**config.mk**
```make
export PLATFORM = sky130hd
export DESIGN_NAME = cv32e40px_x_offload_tracker
export DESIGN_NICKNAME = d
export VERILOG_FILES = /design/src/rtl/cv32e40px_x_offload_tracker.sv
export SDC_FILE = /design/constraint.sdc
export NUM_CORES = 1
export LEC_CHECK = 0
export ABC_AREA = 1
export BUFFER_PORTS_ARGS = -buffer_cell sky130_fd_sc_hd__buf_2
export CAP_MARGIN = 20
export CORE_ASPECT_RATIO = 1.5
export CORE_MARGIN = 4
export CORE_UTILIZATION = 57
export CTS_BUF_LIST = sky130_fd_sc_hd__clkbuf_8 sky130_fd_sc_hd__clkbuf_16
export CTS_CLUSTER_DIAMETER = 60
export DETAILED_ROUTE_END_ITERATION = 12
export MAX_ROUTING_LAYER = met4
export PLACE_DENSITY_LB_ADDON = 0.05
export SLEW_MARGIN = 10
export SYNTH_ARGS = -nofsm -noshare
export SYNTH_HDL_FRONTEND = slang
export SYNTH_SLANG_ARGS = --single-unit
```
**constraint.sdc**
```tcl
create_clock -name clk_i -period 11.6 [get_ports clk_i]
set_clock_uncertainty 0.1 [all_clocks]
set_input_delay 1.16 -clock clk_i [delete_from_list [all_inputs] [get_ports clk_i]]
set_output_delay 1.16 -clock clk_i [all_outputs]
set_load 0.02 [all_outputs]
```
**src/rtl/cv32e40px_x_offload_tracker.sv**
```systemverilog
// Tracks offloaded CORE-V-XIF instructions in a DEPTH-entry table with out-of-order results,
// per-register pending-write counters, a commit/kill phase and ID-reuse protection.
module cv32e40px_x_offload_tracker #(
  parameter int ID_WIDTH      = 4,
  parameter int DEPTH         = 4,
  parameter int RF_READ_PORTS = 3,
  parameter int CNT_W         = $clog2(DEPTH + 1)
) (
  input  logic                            clk_i,
  input  logic                            rst_i,
  input  logic                            instr_valid_i,
  input  logic [RF_READ_PORTS-1:0][4:0]   rs_addr_i,
  input  logic [RF_READ_PORTS-1:0]        rs_used_i,
  input  logic [4:0]                      rd_addr_i,
  input  logic                            id_ready_i,
  input  logic                            kill_i,
  input  logic                            data_req_dec_i,
  input  logic                            illegal_reset_i,
  output logic                            x_issue_valid_o,
  input  logic                            x_issue_ready_i,
  input  logic                            x_issue_resp_accept_i,
  input  logic                            x_issue_resp_writeback_i,
  input  logic                            x_issue_resp_loadstore_i,
  output logic [ID_WIDTH-1:0]             x_issue_id_o,
  output logic                            x_commit_valid_o,
  output logic [ID_WIDTH-1:0]             x_commit_id_o,
  output logic                            x_commit_kill_o,
  input  logic                            x_result_valid_i,
  output logic                            x_result_ready_o,
  input  logic [ID_WIDTH-1:0]             x_result_id_i,
  input  logic                            x_result_we_i,
  input  logic                            x_mem_done_i,
  output logic                            x_stall_o,
  output logic                            x_illegal_insn_o,
  output logic                            protocol_err_o
);

  logic [DEPTH-1:0]    live_q, cmt_q, wb_q, ls_q;
  logic [ID_WIDTH-1:0] id_q [DEPTH];
  logic [4:0]          rd_q [DEPTH];
  logic [CNT_W-1:0]    pend_q [32];
  logic [CNT_W-1:0]    pend_d [32];
  logic [ID_WIDTH-1:0] next_id_q;
  logic [CNT_W-1:0]    mem_cnt_q, mem_cnt_d;
  logic                offloaded_q, illegal_q, perr_q;

  logic [DEPTH-1:0]    free_oh, res_oh, uc_oh;
  logic                free_found, full, id_busy, dep;
  logic                res_hit, res_wb, res_frees;
  logic [4:0]          res_rd;
  logic                uc_hit, uc_wb, uc_ls;
  logic [4:0]          uc_rd;
  logic [ID_WIDTH-1:0] uc_id;
  logic                issue_hs, alloc, kill_entry, commit_entry;
  logic                mem_inc, mem_kill;
  logic [CNT_W:0]      mem_sum, mem_sub;

  // Table lookups: lowest free slot, result match, and the single uncommitted entry.
  always_comb begin
    free_oh    = '0;
    free_found = 1'b0;
    id_busy    = 1'b0;
    res_oh     = '0;
    res_rd     = '0;
    res_wb     = 1'b0;
    uc_oh      = '0;
    uc_rd      = '0;
    uc_wb      = 1'b0;
    uc_ls      = 1'b0;
    uc_id      = '0;
    for (int i = 0; i < DEPTH; i++) begin
      if (!live_q[i] && !free_found) begin
        free_oh[i] = 1'b1;
        free_found = 1'b1;
      end
      if (live_q[i] && id_q[i] == next_id_q) id_busy = 1'b1;
      if (x_result_valid_i && live_q[i] && cmt_q[i] && id_q[i] == x_result_id_i) begin
        res_oh[i] = 1'b1;
        res_rd    = rd_q[i];
        res_wb    = wb_q[i];
      end
      if (live_q[i] && !cmt_q[i]) begin
        uc_oh[i] = 1'b1;
        uc_rd    = rd_q[i];
        uc_wb    = wb_q[i];
        uc_ls    = ls_q[i];
        uc_id    = id_q[i];
      end
    end
  end

  assign full      = &live_q;
  assign res_hit   = |res_oh;
  assign uc_hit    = |uc_oh;
  assign res_frees = res_hit & res_wb & x_result_we_i & (res_rd != 5'd0);

  // A last pending write retiring this cycle already satisfies the consumer.
  always_comb begin
    dep = 1'b0;
    for (int p = 0; p < RF_READ_PORTS; p++) begin
      if (rs_used_i[p] && rs_addr_i[p] != 5'd0 && pend_q[rs_addr_i[p]] != '0 &&
          !(pend_q[rs_addr_i[p]] == CNT_W'(1) && res_frees && res_rd == rs_addr_i[p]))
        dep = 1'b1;
    end
  end

  assign x_issue_valid_o  = instr_valid_i & ~offloaded_q & ~dep & ~full & ~id_busy & ~kill_i;
  assign x_issue_id_o     = next_id_q;
  assign issue_hs         = x_issue_valid_o & x_issue_ready_i;
  assign alloc            = issue_hs & x_issue_resp_accept_i;
  assign kill_entry       = uc_hit & kill_i;
  assign commit_entry     = uc_hit & id_ready_i & ~kill_i;
  assign x_result_ready_o = 1'b1;
  assign x_illegal_insn_o = illegal_q;
  assign protocol_err_o   = perr_q;

  assign x_stall_o = dep | full | id_busy | (x_issue_valid_o & ~x_issue_ready_i) |
                     (data_req_dec_i & (mem_cnt_q != '0));

  // An instruction issued while ID advances commits in its issue cycle.
  always_comb begin
    x_commit_valid_o = 1'b0;
    x_commit_kill_o  = 1'b0;
    x_commit_id_o    = '0;
    if (uc_hit && (id_ready_i || kill_i)) begin
      x_commit_valid_o = 1'b1;
      x_commit_kill_o  = kill_i;
      x_commit_id_o    = uc_id;
    end else if (alloc && id_ready_i) begin
      x_commit_valid_o = 1'b1;
      x_commit_id_o    = next_id_q;
    end
  end

  always_comb begin
    pend_d[0] = '0;
    for (int r = 1; r < 32; r++) begin
      pend_d[r] = pend_q[r]
                + CNT_W'(alloc & x_issue_resp_writeback_i & (rd_addr_i == 5'(r)))
                - CNT_W'(kill_entry & uc_wb & (uc_rd == 5'(r)))
                - CNT_W'(res_frees & (res_rd == 5'(r)));
    end
  end

  // A killed load/store never reaches memory, so its count is withdrawn.
  assign mem_inc   = alloc & x_issue_resp_loadstore_i;
  assign mem_kill  = kill_entry & uc_ls;
  assign mem_sum   = {1'b0, mem_cnt_q} + (CNT_W+1)'(mem_inc);
  assign mem_sub   = (CNT_W+1)'(x_mem_done_i) + (CNT_W+1)'(mem_kill);
  assign mem_cnt_d = (mem_sum > mem_sub) ? CNT_W'(mem_sum - mem_sub) : '0;

  always_ff @(posedge clk_i or posedge rst_i) begin
    if (rst_i) begin
      live_q      <= '0;
      cmt_q       <= '0;
      wb_q        <= '0;
      ls_q        <= '0;
      next_id_q   <= '0;
      mem_cnt_q   <= '0;
      offloaded_q <= 1'b0;
      illegal_q   <= 1'b0;
      perr_q      <= 1'b0;
      for (int i = 0; i < DEPTH; i++) begin
        id_q[i] <= '0;
        rd_q[i] <= '0;
      end
      for (int r = 0; r < 32; r++) pend_q[r] <= '0;
    end else begin
      for (int i = 0; i < DEPTH; i++) begin
        if (res_oh[i] || (kill_entry && uc_oh[i])) live_q[i] <= 1'b0;
        if (commit_entry && uc_oh[i]) cmt_q[i] <= 1'b1;
        if (alloc && free_oh[i]) begin
          live_q[i] <= 1'b1;
          cmt_q[i]  <= id_ready_i;
          id_q[i]   <= next_id_q;
          rd_q[i]   <= rd_addr_i;
          wb_q[i]   <= x_issue_resp_writeback_i;
          ls_q[i]   <= x_issue_resp_loadstore_i;
        end
      end
      for (int r = 0; r < 32; r++) pend_q[r] <= pend_d[r];
      next_id_q <= next_id_q + ID_WIDTH'(alloc);
      mem_cnt_q <= mem_cnt_d;
      if (id_ready_i || kill_i) offloaded_q <= 1'b0;
      else if (alloc)           offloaded_q <= 1'b1;
      if (illegal_reset_i)                          illegal_q <= 1'b0;
      else if (issue_hs && !x_issue_resp_accept_i)  illegal_q <= 1'b1;
      perr_q <= x_result_valid_i & ~res_hit;
    end
  end

endmodule

```
==> summary.txt <==
Worst setup path
  • Worst setup SP type: input pin
  • Setup CP Type: in -> out
  • Data required time of the critical path: 10.34 ns
  • Worst-path maximum fanout: 62
  • CP arrival: 5.29 ns
  • Crit end category: output port

Logic synthesis
  • Number of synthesized flops with an enable pin: 0
  • Top cells by count, synth: 481 x nand2_1, 229 x inv_1, 215 x nand3_1
  • Prevailing post-synth register cell: dfrtp_1
  • Post-synth top area cell: dfrtp_1
  • Count leader, synth: nand2_1
  • Yosys top cell area share: 29.4%
  • Post-synth ARST share: 100%
  • Synth Area in XOR/XNOR: 5.12%
  • Syn nets: 2011
  • Post-synth cell types: 49
  • Synth Area in Compound Gates: 10.2%
  • Adder-cell share of the synthesized area: 14.4%
  • Gate Count Post-Synth: 1838
  • Simple-gate share of the synthesized area: 30.5%
  • Largest family of logic cells by synthesized area: simple AND/OR/NAND/NOR gates
  • Register area share after synthesis: 29.4%
  • Post-Syn Area per Cell: 7.17 µm²
  • Flops & latches, synth: 155
  • Top cells by area, synth: dfrtp_1 29%, nand2_1 14%, ha_1 9.5%
  • Synthesized cell area: 13200 µm²
  • Mux cell area share after synthesis: 0%
  • Synth Warn #: 0

STA
  • Crit path time final: 6.55 ns
  • Final Hold Violating Endpoints: 0
  • Final Cycle Share: 56.5%
  • Fmax: 0.153 GHz
  • Actual slew at the worst max-slew pin: 0.972 ns
  • Setup TNS: 0 ns
  • Final WS setup: 5.05 ns
  • Final setup vio count: 0
  • RSZ-0062 raised after global routing: no
  • Slew Viols, Final: 0
  • Worst slew margin: 35.0%

Layout
  • Area of the multi-input gates: 7930 µm²
  • # nets final: 2002
  • Fillers: 2134
  • Register Area: 3880 µm²
  • P&R area growth vs syn: 6.33%
  • Layout cells sized above 1: 8.85%
  • N_diodes: 0

GRT
  • M3 GR Usage: 5.97%
  • Met2 Resource Use GR: 63.7%
  • Overflow after GRT: 0
  • Vias in the first global route: 12.7k
  • Met1 usage: 40.4%
  • Global Route Usage Sum: 38.1%
  • Largest net degree at the start of global routing: 90
  • Gr busiest metal: met2
  • Initial antenna violation count: 0
  • First-pass GRT wire length: 72300 µm

Die
  • # rows: 67
  • Die area: 25700 µm²
  • Die H: 194 µm
  • Core Area: 22600 µm²
  • Initial Util: 58.4%
  • IO Pins: 56
  • Die Width: 132 µm

Drt
  • Routed len/inst: 22.4 µm
  • Vias per cell: 6.01
  • Final WL: 47400 µm
  • DR DRC count: 0
  • DR vias: 12.7k
  • Drt first pass iters: 6
  • DR iter-0 viols: 1203
  • Antenna Nets Post-Route: 0

CTS
  • Root buf cell: clkbuf_16
  • Postcts setup bufs: 0
  • Post-CTS sizing: 0
  • Clk_lat worst skew: 0.46 ns
  • CTS clock-pin slew for the worst setup and hold paths: 0.07 ns
  • TritonCTS clock tree: built
  • CTS Buf Count: 17
  • Post-CTS Hold Fix Bufs: 0
  • Maximum clock path buffer count: 2
  • Clock sinks: 155
  • H-tree depth: 4

Hold path
  • Hold WC Path Type: reg -> reg

Job
  • Max-cap violation count: 0

Placement
  • I/O Buffers: 54
  • Gpl congestion: 1.04
  • Placement Setup Slack: 5.13 ns
  • Final HPWL from detailed placement: 34800 µm

Power and ir drop
  • LEAKAGE: 7.12 nW
  • Peak VDD IR: 0.109 mV
  • PD cells: 109 nW/µm²

Status
  • Status: complete, no violations
-- metal layers --
metal / vias up / routed length (µm)
met4: 0 / 3940
met5: - / 0
met1: 5960 / 16500
met3: 223 / 3450
li1: 5870 / -
met2: 674 / 23500
-- kinds of logic after synthesis --
group,after synthesis
compound gates,230
xor+xnor,77
other cells,1
simple gates,913
fa+ha+maj,132
flops,155
buf+inv,330
-- path summary, 6_finish.rpt --
path / slack [ns] / to / startpoint / depth (start not counted)
setup / recovery: 5.05 / x_commit_id_o[3] / rs_addr_i[0] / 22
hold / removal: 0.38 / rd_q[12]$_DFFE_PP0P_ / rd_q[12]$_DFFE_PP0P_ / 2
setup reg to reg: 6.28 / pend_q[8]$_DFF_PP0_ / live_q[3]$_DFFE_PP0P_ / 16
hold reg to reg: 0.38 / rd_q[12]$_DFFE_PP0P_ / rd_q[12]$_DFFE_PP0P_ / 2
max in group asynchronous: 9.20 / pend_q[34]$_DFF_PP0_ / rst_i / 3
min in group asynchronous: 0.77 / id_q[11]$_DFFE_PP0P_ / rst_i / 2
-- through the flow --
stage               hold WS, ns  instance area [µm²]  util [%]  cells  power, W
floorplan                 0.341                13200         -   1838  0.000817
global placement          0.363                13400      59.4   2086  0.000920
detailed placement        0.369                13400      59.4   2086  0.000926
CTS                       0.384                14000      62.1   2118   0.00152
global route              0.404                14000      62.1   2118   0.00159
finish                    0.382                14000      62.1   2118   0.00153
-- state kept, by name (all words and copies together) (netlist names), 3 cells and up --
register / flops
live_q: 4
ls_q: 4
cmt_q: 4
wb_q: 4
x_issue_id_o: 4
pend_q: 93
id_q: 16
mem_cnt_q: 3
rd_q: 20
-- layout by cell type, fill, tap and decap left out, types with 11 or more instances in the layout --
cell       instances
nand2_1          481
inv_1            229
nand3_1          215
dfrtp_1          155
nor2_1           139
ha_1             100
o21ai_0           66
a21oi_1           56
buf_2             54
xnor2_1           46
o21ai_1           37
fa_1              32
xor2_1            31
o211ai_1          30
nor2_2            26
clkbuf_16         17
o22ai_1           11
-- power breakdown --
| group | internal (W) | switching (W) | leakage, nW | total [W] |
|---|---|---|---|---|
| sequential | 0.000572 | 0.0000288 | 1.74 | 0.000600 |
| combinational | 0.0000951 | 0.000227 | 5.08 | 0.000322 |
| clock | 0.000343 | 0.000261 | 0.298 | 0.000604 |
| total | 0.00101 | 0.000517 | 7.12 | 0.00153 |
-- final cells by class --
type                    count  share of cell area [%]
multi-input cells        1353                    56.6
repair buffers             63                    2.41
inverters                 239                    6.48
well taps                 276                    2.47
clock buffers              17                    3.04
flip-flops and latches    155                    27.7
clock inverters            15                    1.33
-- worst max-delay path, cell delays in order --
cell	delay, ns
buf_2	0.08
buf_4	0.53
inv_2	0.47
nor2_1	0.72
nand2_1	0.10
nand3_1	0.13
nand3_1	0.09
nand3_1	0.08
nand2_1	0.06
nor2_1	0.10
nand2_1	0.06
nor2_1	0.09
nand3_1	0.08
o21bai_1	0.22
nand2_1	0.18
nor2_4	0.19
nand4_4	0.08
buf_4	0.32
nor2_2	0.23
nand2_1	0.08
nand2_1	0.06
buf_2	0.16
No activity file was read; power rests on OpenSTA's default activity.
